`config.mk`:
```
export PLATFORM = sky130hd
export DESIGN_NAME = vga_timing_gen
export DESIGN_NICKNAME = d
export VERILOG_FILES = /design/src/rtl/vga_timing_gen.sv
export SDC_FILE = /design/constraint.sdc
export NUM_CORES = 1
export LEC_CHECK = 0
export CAP_MARGIN = 30
export CORE_ASPECT_RATIO = 1.1
export CORE_MARGIN = 2
export CORE_UTILIZATION = 50
export DETAILED_ROUTE_END_ITERATION = 8
export DONT_BUFFER_PORTS = 1
export PLACE_DENSITY_LB_ADDON = 0.1
export SLEW_MARGIN = 5
export SYNTH_ARGS = -nofsm -noshare
export SYNTH_HDL_FRONTEND = slang
export SYNTH_SLANG_ARGS = --single-unit
```
`constraint.sdc`:
```
create_clock -name vga_clk -period 5.4 [get_ports vga_clk]
set_input_delay 0.81 -clock vga_clk [delete_from_list [all_inputs] [get_ports vga_clk]]
set_output_delay 0.81 -clock vga_clk [all_outputs]
set_load 0.02 [all_outputs]
```
`src/rtl/vga_timing_gen.sv`:
```
// ---------------------------------------------------------------------------
// vga_timing_gen
//
// Raster-scan generator for the VGA path. Produces the pixel coordinates
// (DrawX/DrawY), the active-high display enable (blank), the active-low
// hs/vs sync pulses (delayed SYNC_DELAY stages to line up with the
// renderers' registered RGB stage), and line/frame markers plus a wrapping
// completed-frame counter for game-logic timing.
//
// Optional feature macro: VGA_TIMING_PIXEL_CE_EN
//   When defined, adds input pix_ce. Counters, frame_count and the sync delay
//   line only advance on vga_clk edges with pix_ce=1; line_start/frame_start
//   are high for exactly one vga_clk cycle. When undefined, every edge is an
//   advance and the port does not exist.
//
// Ports:
//   vga_clk      in   pixel clock (only clock)
//   reset_n      in   synchronous, active-low reset
//   pix_ce       in   pixel clock enable (only with VGA_TIMING_PIXEL_CE_EN)
//   DrawX        out  horizontal position, 0..H_TOTAL-1
//   DrawY        out  vertical position, 0..V_TOTAL-1
//   blank        out  1 = visible pixel, 0 = blanking interval
//   hs           out  horizontal sync, active low, SYNC_DELAY stages late
//   vs           out  vertical sync, active low, SYNC_DELAY stages late
//   line_start   out  one-cycle pulse while DrawX==0
//   frame_start  out  one-cycle pulse while DrawX==0 and DrawY==0
//   frame_count  out  completed-frame counter, wraps at 256
// ---------------------------------------------------------------------------
module vga_timing_gen #(
  parameter int H_VISIBLE  = 640,
  parameter int H_FP       = 16,
  parameter int H_SYNC     = 96,
  parameter int H_BP       = 48,
  parameter int V_VISIBLE  = 480,
  parameter int V_FP       = 10,
  parameter int V_SYNC     = 2,
  parameter int V_BP       = 33,
  parameter int SYNC_DELAY = 1
) (
  input  logic       vga_clk,
  input  logic       reset_n,
`ifdef VGA_TIMING_PIXEL_CE_EN
  input  logic       pix_ce,
`endif
  output logic [9:0] DrawX,
  output logic [9:0] DrawY,
  output logic       blank,
  output logic       hs,
  output logic       vs,
  output logic       line_start,
  output logic       frame_start,
  output logic [7:0] frame_count
);

  localparam int H_TOTAL = H_VISIBLE + H_FP + H_SYNC + H_BP;
  localparam int V_TOTAL = V_VISIBLE + V_FP + V_SYNC + V_BP;

  // Bounds are held at 11 bits so a window ending exactly at 1024 still
  // compares correctly against a 10-bit counter.
  localparam logic [10:0] H_LAST   = 11'(H_TOTAL - 1);
  localparam logic [10:0] V_LAST   = 11'(V_TOTAL - 1);
  localparam logic [10:0] H_VIS_W  = 11'(H_VISIBLE);
  localparam logic [10:0] V_VIS_W  = 11'(V_VISIBLE);
  localparam logic [10:0] HS_START = 11'(H_VISIBLE + H_FP);
  localparam logic [10:0] HS_END   = 11'(H_VISIBLE + H_FP + H_SYNC);
  localparam logic [10:0] VS_START = 11'(V_VISIBLE + V_FP);
  localparam logic [10:0] VS_END   = 11'(V_VISIBLE + V_FP + V_SYNC);

  generate
    if (H_TOTAL > 1024 || V_TOTAL > 1024) begin : g_bad_totals
      $error("vga_timing_gen: H_TOTAL and V_TOTAL must both be <= 1024");
    end
    if (SYNC_DELAY < 0 || SYNC_DELAY > 3) begin : g_bad_delay
      $error("vga_timing_gen: SYNC_DELAY must be in 0..3");
    end
  endgenerate

  // Advance qualifier: every edge by default, pix_ce-gated when enabled.
  logic adv;
`ifdef VGA_TIMING_PIXEL_CE_EN
  assign adv = pix_ce;
`else
  assign adv = 1'b1;
`endif

  // running is cleared by reset. The first advance after release loads
  // (0,0) together with its decoded flags instead of stepping the counters,
  // so the first post-reset cycle presents pixel (0,0) as visible with both
  // start markers set.
  logic       running;
  logic [9:0] x_nxt;
  logic [9:0] y_nxt;
  logic       end_of_line;
  logic       end_of_frame;

  assign end_of_line  = ({1'b0, DrawX} == H_LAST);
  assign end_of_frame = end_of_line && ({1'b0, DrawY} == V_LAST);

  always_comb begin
    x_nxt = DrawX;
    y_nxt = DrawY;
    if (!running) begin
      x_nxt = '0;
      y_nxt = '0;
    end else if (end_of_line) begin
      x_nxt = '0;
      y_nxt = end_of_frame ? 10'd0 : DrawY + 10'd1;
    end else begin
      x_nxt = DrawX + 10'd1;
    end
  end

  // Flags are decoded from the next-state coordinates and registered with
  // them, so DrawX/DrawY/blank/line_start/frame_start agree in every cycle.
  always_ff @(posedge vga_clk) begin
    if (!reset_n) begin
      running     <= 1'b0;
      DrawX       <= '0;
      DrawY       <= '0;
      blank       <= 1'b0;
      line_start  <= 1'b0;
      frame_start <= 1'b0;
      frame_count <= '0;
    end else if (adv) begin
      running     <= 1'b1;
      DrawX       <= x_nxt;
      DrawY       <= y_nxt;
      blank       <= ({1'b0, x_nxt} < H_VIS_W) && ({1'b0, y_nxt} < V_VIS_W);
      line_start  <= (x_nxt == 10'd0);
      frame_start <= (x_nxt == 10'd0) && (y_nxt == 10'd0);
      if (running && end_of_frame) begin
        frame_count <= frame_count + 8'd1;
      end
    end else begin
      // Non-advance edge (pix_ce=0): markers drop so each pulse lasts one
      // vga_clk cycle; coordinates and blank hold.
      line_start  <= 1'b0;
      frame_start <= 1'b0;
    end
  end

  // Raw syncs decoded from the registered counters (active low).
  logic hsync_raw;
  logic vsync_raw;

  assign hsync_raw = !(({1'b0, DrawX} >= HS_START) && ({1'b0, DrawX} < HS_END));
  assign vsync_raw = !(({1'b0, DrawY} >= VS_START) && ({1'b0, DrawY} < VS_END));

  generate
    if (SYNC_DELAY == 0) begin : g_no_delay
      assign hs = hsync_raw;
      assign vs = vsync_raw;
    end else begin : g_delay
      logic [SYNC_DELAY-1:0] hs_pipe;
      logic [SYNC_DELAY-1:0] vs_pipe;

      // Reset fills every stage with the inactive level so a reset taken
      // inside a sync window cannot leak a runt pulse afterwards.
      always_ff @(posedge vga_clk) begin
        if (!reset_n) begin
          hs_pipe <= '1;
          vs_pipe <= '1;
        end else if (adv) begin
          hs_pipe[0] <= hsync_raw;
          vs_pipe[0] <= vsync_raw;
          for (int i = 1; i < SYNC_DELAY; i++) begin
            hs_pipe[i] <= hs_pipe[i-1];
            vs_pipe[i] <= vs_pipe[i-1];
          end
        end
      end

      assign hs = hs_pipe[SYNC_DELAY-1];
      assign vs = vs_pipe[SYNC_DELAY-1];
    end
  endgenerate

endmodule

```
==> impl_metrics.toml <==
[drt]
drt-total-wl_mm = 3.71
antenna_left = 0
avgRoutedWirePerCell_um = 14.4
num_vias = 1464
vias_per_cell = 5.67
drt-pass1-iter-count = 4
drc = 0
drtIter0Drc = 51

[final_layout]
area_growth_pct = 2.65
multi_input_comb_area_um2 = 1020
nNetsFinal = 217
n_antenna_cell = 0
final-seq-area_um2 = 681
drive_gt1_share_pct = 5.71
fillerInstances = 342

[clock_tree]
ctsResizeCount = 0
holdBufCountCts = 0
cts_root_buffer = "clkbuf_4"
insertion_delay_ns = 0.34
cts.path.max_buffers = 2
cts_buffers = 5
post_cts_buffers = 0
clock-sinks = 34
cts-htree-levels = 2
cts_tree = "yes"
path_clk_slew_ns = 0.10

[sta]
fin_crit_ns = 2.88
worst_pin_slew_ns = 0.766
setup_viol = 0
max_slew_margin_pct = 48.5
fin_tns_setup_ns = 0
period_share_pct = 53.3
finalHoldViolations = 0
timing.fmax_ghz = 0.347
slew_violations = 0
finClkSkew_ns = 0.0134
rsz0062_at_grt = "no"

[logic_synthesis]
syn_nets = 226
yosys.area.top_type_share_pct = 37.9
syn_avg_cell_area_um2 = 8.24
async_flop_share_pct = 0
yosysMostFrequentCell = "dfxtp_1"
synth_edf_count = 0
yosysUniqueCellTypes = 39
synth_area_um2 = 1800
yosysTopAreaCell = "dfxtp_1"
yosysWarnings = 0
synthCells = 218
seq_area_frac_synth_pct = 37.9
synth_top_cells_by_count = "dfxtp_1, nor2_1, nand2_1, nand3_1, xnor2_1"
synthFlopType = "dfxtp_1"
synth-seq-cells = 34
synthTopCellsByArea = "dfxtp_1, xnor2_1, nand3_1"

[placement]
dpl.hpwl_mm = 2.67
io_buffers = 0
gp_congestion = 0.824

[global_routing]
grt_overflow_total = 0
antenna_found_initial = 0
first_global_vias = 1399
grt_use_total_pct = 20.6
grt_pass1_wl_mm = 6.27
grt_max_degree = 21

[die]
die_x_um = 61.1
core_area_um2 = 3390
design.die.area_um2 = 4090
start_util_pct = 53.0
die_h_um = 66.9
boundaryPins = 35
core.rowCount = 22

[setup_path]
cp_top_family = "simple AND/OR/NAND/NOR gates"
cp.required_ns = 5.64
crit_buf_inv = 0
crit_slowest_cell = "dfxtp_1"
critical_path.cell_chain = "ha_1, nand4_1, nor3_1, and4_1, nand4_2, xnor2_1, and2_1"
start_kind = "flop"
worstSetupPathType = "flop to flop"
cp_data_arrival_time_ns = 3.12
path_max_fanout = 8
cp-end-kind = "flop"
critPathMaxStageDelay_ns = 0.58

[hold_path]
hold_class = "input port to flop"

[power]
power.total_uw = 417
powerDensity_nw_per_um2 = 226
ir_drop_mv = 0.130
p_leak_uw = 0.000630

[outcome]
status = "completed"

[run]
drv_cap = 0
[state kept, by name, summed over array words and instances, names as in the netlist]
register     cells
frame_start      1
hs               1
line_start       1
frame_count      8
vs               1
DrawX           10
running          1
DrawY           10
blank            1
[routing by layer]
layer / track usage (%) / part of all wire [%] / vias to the layer above
li1: - / - / 731
met1: 25.1 / 46 / 688
met2: 31.6 / 46 / 41
met3: 8.74 / 7.3 / 4
met4: 7.61 / 1.0 / 0
met5: 0 / 0 / -
[worst paths after layout]
path | startpoint | endpoint | slack, ns | cells past startpoint
min reg2reg | DrawY[8] | vs | 0.61 | 1
max reg2reg | DrawX[0] | frame_count[3] | 2.52 | 7
min | reset_n | running | 0.49 | 0
max | DrawX[0] | frame_count[3] | 2.52 | 7
[cell usage in the layout (no fill, tap or decap), types with 4 or more instances in the layout]
cell type,instances
nor3_1,6
dfxtp_1,34
nor4_1,8
or3_1,6
inv_1,7
o21ai_0,4
nand4_1,9
ha_1,6
clkbuf_4,5
xnor2_1,16
nand3_1,19
nor2_1,24
xor2_1,8
and2_1,7
nand2_1,19
[per-stage QoR]
step / setup WS [ns] / instances / util [%] / area, um2 / hold slack (ns)
after CTS: 2.50 / 258 / 54.4 / 1840 / 0.481
after detailed placement: 2.53 / 250 / 52.7 / 1780 / 0.597
after global routing: 2.24 / 258 / 54.4 / 1840 / 0.462
final: 2.52 / 258 / 54.4 / 1840 / 0.492
after global placement: 2.60 / 250 / 52.7 / 1780 / 0.583
after floorplan: 2.75 / 218 / - / 1800 / 0.543
[cell families (layout without fill, tap and decap cells)]
group	after synthesis	in the layout	synth area share (%)
xor+xnor	24	24	11.7
simple gates	112	112	33.2
fa+ha+maj	6	6	4.18
compound gates	17	17	6.27
buf+inv	23	15	5.50
flops	34	34	37.9
mux	2	2	1.18
[power by group]
part           total (uW)  switching, uW  internal, uW
clock network         149           86.3          63.1
registers             259           5.34           253
logic                9.37           5.63          3.74
[layout make-up]
cell class / instances / share of cell area [%]
Clock buffer: 7 / 2.99
Clock inverter: 1 / 0.272
Inverter: 7 / 1.43
Multi-Input combinational cell: 161 / 55.1
Sequential cell: 34 / 36.9
Tap cell: 48 / 3.26
Power figures use the tool's default switching activity.
==> edit 1: new RTL, same settings <==
Add a define of `VGA_TIMING_PIXEL_CE_EN`.
--- a/src/rtl/vga_timing_gen.sv
+++ b/src/rtl/vga_timing_gen.sv
@@ -27,4 +27,6 @@
 //   frame_count  out  completed-frame counter, wraps at 256
 // ---------------------------------------------------------------------------
+`define VGA_TIMING_PIXEL_CE_EN
+
 module vga_timing_gen #(
   parameter int H_VISIBLE  = 640,
Ports: changed (added pix_ce); port bits go from 35 to 36. No check against the original RTL was run, so the function may have changed too.
==> edit 1 against the unedited design <==
  * Routed wire length grew 37%
  * Core utilization shrank 1.6 points
  * Count of clock-buffer cells in the layout is the same
  * Via count grew 32%
  * Sequential cell count is the same
  * Final area grew 23%
  * First-iteration DRC count grew 100%
  * Synthesized area grew 25%
  * Final cell count grew 23%
  * Total power grew 13%
  * Fmax grew 3.7%
  * Setup slack gained 100 ps
  * Highest routed layer unchanged
  * Sequential share of layout area shrank 6.8 points
==> edit 1: results (changes against the unedited design) <==
Warnings from Yosys: 0 (unchanged)
Register area share after synthesis: 30.4% (was 37.9%)
Initial DRC Count: 102 (was 51)
Net Switching: 109 µW (was 97.2 µW)
Root buffer cell: clkbuf_8 (was clkbuf_4)
R2r endpoint: blank$_SDFFE_PN0P_ (was frame_count[3]$_SDFFE_PN0P_)
Synth top cells by count: 34 x dfxtp_1, 21 x nand2_1, 17 x a21oi_1 (was 34 x dfxtp_1, 24 x nor2_1, 19 x nand2_1, 19 x nand3_1, 16 x xnor2_1)
Comb pwr: 17.8 µW (was 9.37 µW)
Hold WS: 573 ps (was 492 ps)
FF-to-FF setup slack: 2620 ps (was 2520 ps)
Diodes inserted: 0 (unchanged)
Worst slew margin: 48.7% (was 48.5%)
Async SR Flop Fraction: 0% (unchanged)
Worst-path clk slew: 70 ps (was 100 ps)
# setup viols final: 0 (unchanged)
First-pass detailed-route iteration total: 4 (unchanged)
Routability cong.: 0.817 (was 0.824)
Hold Path End: blank$_SDFFE_PN0P_ (was running$_DFF_P_)
Fill cell count: 425 (was 342)
Vias in the first global route: 1747 (was 1399)
Share of layout cells above drive strength 1: 6.46% (was 5.71%)
Vias per cell: 6.09 (was 5.67)
Final #Nets: 271 (was 217)
Final global-route overflow total: 0 (unchanged)
Unique masters post-synth: 52 (was 39)
Worst Path Max Fanout: 12 (was 8)
Max IR drop VDD: 0.125 mV (was 0.130 mV)
Leak: 0.000737 µW (was 0.000630 µW)
All-Layer GR Usage: 21.2% (was 20.6%)
Clk_skew: 5.49 ps (was 13.4 ps)
TritonCTS Buffers: 5 (unchanged)
Dominant cells by area after synthesis: dfxtp_1 30%, nor2b_1 4.5%, xnor2_1 4.3% (was dfxtp_1 38%, xnor2_1 7.8%, nand3_1 5.3%)
Post-CTS Resized: 0 (unchanged)
CP startpoint: DrawX[0]$_SDFFE_PN0P_ (was DrawX[0]$_SDFF_PN0_)
Post-DP Area: 2170 µm² (was 1780 µm²)
Regs by FF count: DrawX (10), DrawY (10), frame_count (8) (unchanged)
Reg2reg path depth: 7 (unchanged)
Min-Delay Startpoint: blank$_SDFFE_PN0P_ (was reset_n)
Worst hold path class: register to register (was input port to register)
Post-Route WL: 5090 µm (was 3710 µm)
Hold Path Stages: 2 (was 0)
Pin count of the biggest net entering global routing: 35 (was 21)
Arr. time, crit path: 3000 ps (was 3120 ps)
Input/output buffers: 0 (unchanged)
Status: finished clean (unchanged)
Sequential Power Share: 54.7% (was 62.0%)
First-pass GRT wire length: 8230 µm (was 6270 µm)
Syn nets: 289 (was 226)
Seq group: 258 µW (was 259 µW)
DP Wirelength: 3450 µm (was 2670 µm)
Worst skew pair latency: 290 ps (was 340 ps)
-- edit 1: cell count changes after synthesis, sizes merged, moves of 5 or more --
cell and change:
buf +9, nor2 -13, nor2b +14, nor3 +11, nand3 -11, nor3b +5
xnor2 -5, a21oi +15, o21ai +15, and3 +5
-- edit 1: kinds of logic after synthesis --
group	count (synthesis)	synth area share, %
compound gates	60	16.5
xor+xnor	15	5.87
fa+ha+maj	6	3.36
buf+inv	31	6.99
flops	34	30.4
mux	3	1.40
simple gates	131	35.5
-- edit 1: layout make-up --
cell class / count / share of cell area, %
well taps: 54 / 2.99
multi-input cells: 215 / 61.9
clock buffers: 7 / 3.82
clock inverters: 1 / 0.221
flip-flops and latches: 34 / 30.1
inverters: 6 / 0.996
-- edit 1: worst max-delay path, stage by stage, from the launching register on --
cell	delay, ps
dfxtp_1	540
ha_1	360
and4_1	410
nand4_1	250
o21ai_1	670
nor2_1	100
and4b_1	230
o22ai_1	140
-- edit 1: worst max-delay path by stage --
stage	slack, ps	to
after global placement	2710	blank$_SDFFE_PN0P_
after CTS	2640	blank$_SDFFE_PN0P_
after floorplan	3110	frame_start$_SDFF_PN0_
after detailed placement	2650	blank$_SDFFE_PN0P_
after global routing	2340	DrawY[5]$_SDFFE_PN0P_
final	2620	blank$_SDFFE_PN0P_
-- edit 1: metal layers --
metal | track usage [%] | vias up | share of wire, %
met3 | 5.75 | 10 | 4.1
met1 | 28.0 | 914 | 48
met2 | 33.3 | 34 | 46
li1 | - | 973 | -
met5 | 0 | - | 0
met4 | 7.33 | 0 | 1.9
-- edit 1: through the flow --
step | util [%] | setup slack (ps) | cells
finish | 52.8 | 2620 | 317
global route | 52.8 | 2340 | 317
CTS | 52.8 | 2640 | 317
detailed placement | 50.7 | 2650 | 309
global placement | 50.7 | 2710 | 309
floorplan | - | 3110 | 280
==> edit 2: new RTL, same flow settings <==
Made on the original files. Register the output `frame_count` once more, with the module's reset; this adds one clock of latency there. The other outputs are not delayed to match.
--- a/src/rtl/vga_timing_gen.sv
+++ b/src/rtl/vga_timing_gen.sv
@@ -67,4 +67,6 @@
   localparam logic [10:0] VS_END   = 11'(V_VISIBLE + V_FP + V_SYNC);
 
+  logic [7:0] frame_count_s0;
+
   generate
     if (H_TOTAL > 1024 || V_TOTAL > 1024) begin : g_bad_totals
@@ -121,5 +123,5 @@
       line_start  <= 1'b0;
       frame_start <= 1'b0;
-      frame_count <= '0;
+      frame_count_s0 <= '0;
     end else if (adv) begin
       running     <= 1'b1;
@@ -130,5 +132,5 @@
       frame_start <= (x_nxt == 10'd0) && (y_nxt == 10'd0);
       if (running && end_of_frame) begin
-        frame_count <= frame_count + 8'd1;
+        frame_count_s0 <= frame_count_s0 + 8'd1;
       end
     end else begin
@@ -176,4 +178,12 @@
   endgenerate
 
+  always_ff @(posedge vga_clk) begin
+    if (!reset_n) begin
+      frame_count <= '0;
+    end else begin
+      frame_count <= frame_count_s0;
+    end
+  end
+
 endmodule
 
Check against the original RTL: same outputs for any inputs over 10 cycles, from zero or initial values and one cycle with reset_n low; that may be too few to reach the edited logic, so the function may still have changed.
==> edit 2 against the unedited design <==
  * Setup slack worse by 89 ps
  * Routed wire length up 4.6%
  * Sequential power is 22% higher
  * Final area increased by 12%
  * Sequential cell count rose by 8
  * Core utilization decreased by 0.95 points
  * Clock skew decreased by 9.2 ps
  * Sequential share of layout area is 3.6 points higher
  * Total power increased by 26%
  * Fmax is 3.0% lower
  * Combinational power is 6.5% lower
  * Synthesized area rose by 10%
==> edit 2: results (changes against the unedited design) <==
Met1 WL: 1750 µm (was 1710 µm)
Compound-Gate Fraction of Synth Area: 5.81% (was 6.27%)
Vias in the first global route: 1383 (was 1399)
Status: finished clean (unchanged)
Diodes inserted: 0 (unchanged)
First-pass GRT wire length: 6430 µm (was 6270 µm)
Share of layout cells above drive strength 1: 4.46% (was 5.71%)
Worst-path clk slew: 80 ps (was 100 ps)
Multiplexer share of the synthesized area: 1.01% (was 1.18%)
Register area share after synthesis: 42.4% (was 37.9%)
Xor-xnor portion of the synthesized cell area: 11.9% (was 11.7%)
CP peak stage delay: 770 ps (was 580 ps)
GRT met2 Usage: 28.1% (was 31.6%)
Global Route met1 Usage: 23.4% (was 25.1%)
Leak: 0.000721 µW (was 0.000630 µW)
All-Layer GR Usage: 18.2% (was 20.6%)
DP Wirelength: 2810 µm (was 2670 µm)
Unique masters post-synth: 34 (was 39)
Met2 WL: 1840 µm (was 1690 µm)
Initial DRC Count: 138 (was 51)
Regs by FF count: DrawX (10), DrawY (10) (was DrawX (10), DrawY (10), frame_count (8))
Post-Place Cells: 268 (was 250)
Crit path max-delay cell type: nor4_1 (was dfxtp_1)
Clk_skew: 4.21 ps (was 13.4 ps)
Pin count of the biggest net entering global routing: 28 (was 21)
Worst skew pair latency: 300 ps (was 340 ps)
Routability cong.: 0.836 (was 0.824)
Worst Path Max Fanout: 9 (was 8)
Worst hold path class: register to register (was input port to register)
Met3 usage: 5.96% (was 8.74%)
Fill cell count: 373 (was 342)
Post-Route WL: 3880 µm (was 3710 µm)
Met3 WL: 228 µm (was 270 µm)
Post-synth top area share: 42.4% (was 37.9%)
Root buffer cell: clkbuf_8 (was clkbuf_4)
Actual slew at the worst max-slew pin: 767 ps (was 766 ps)
Input/output buffers: 0 (unchanged)
Adder-Cell Fraction of Synth Area: 3.79% (was 4.18%)
Cell count after synthesis: 230 (was 218)
Non-Filler Instances: 276 (was 258)
Arr. time, crit path: 3190 ps (was 3120 ps)
Synth top cells by count: 42 x dfxtp_1, 28 x nor2_1, 17 x xnor2_1 (was 34 x dfxtp_1, 24 x nor2_1, 19 x nand2_1, 19 x nand3_1, 16 x xnor2_1)
-- edit 2: changes by cell type in the layout (fill, tap and decap cells not counted), moves of 2 or more --
cell,before,now
o21ai_0,4,7
clkbuf_8,1,5
nand3_1,19,16
and3_1,3,6
and2_1,7,15
xor2_1,8,10
nand2b_1,3,1
nand2_1,19,12
nor4_1,8,4
clkbuf_4,5,0
nor2_1,24,28
nor3_1,6,8
dfxtp_1,34,42
-- edit 2: metrics by stage --
step | area, µm² | hold WS [ps] | setup slack [ps]
2_1_floorplan | 1980 | 439 | 2650
3_3_place_gp | 1980 | 466 | 2570
3_5_place_dp | 1980 | 465 | 2500
4_1_cts | 2070 | 485 | 2470
5_1_grt | 2070 | 518 | 2100
6_report | 2070 | 476 | 2430
-- edit 2: worst paths after layout --
kind	slack [ps]	cells past startpoint	start	end
worst max-delay path	2430	7	DrawX[0]$_SDFF_PN0_	frame_start$_SDFF_PN0_
worst min-delay path	480	1	frame_count_s0[7]$_SDFFE_PN0P_	frame_count[7]$_SDFF_PN0_
worst max register to register	2430	7	DrawX[0]$_SDFF_PN0_	frame_start$_SDFF_PN0_
worst min register to register	480	1	frame_count_s0[7]$_SDFFE_PN0P_	frame_count[7]$_SDFF_PN0_
-- edit 2: power by group --
group | leakage, µW | internal, µW | switching, µW
clock network | 0.0000441 | 90.8 | 111
registers | 0.000340 | 312 | 5.17
logic | 0.000337 | 2.93 | 5.83
total | 0.000721 | 406 | 122
-- edit 2: cell type report --
class | count | area [µm²] | share of cell area [%]
Inverter | 8 | 30.0 | 1.45
Clock buffer | 5 | 68.8 | 3.32
Clock inverter | 3 | 21.3 | 1.03
Tap cell | 52 | 65.1 | 3.14
Multi-Input combinational cell | 166 | 1050 | 50.5
Sequential cell | 42 | 841 | 40.6
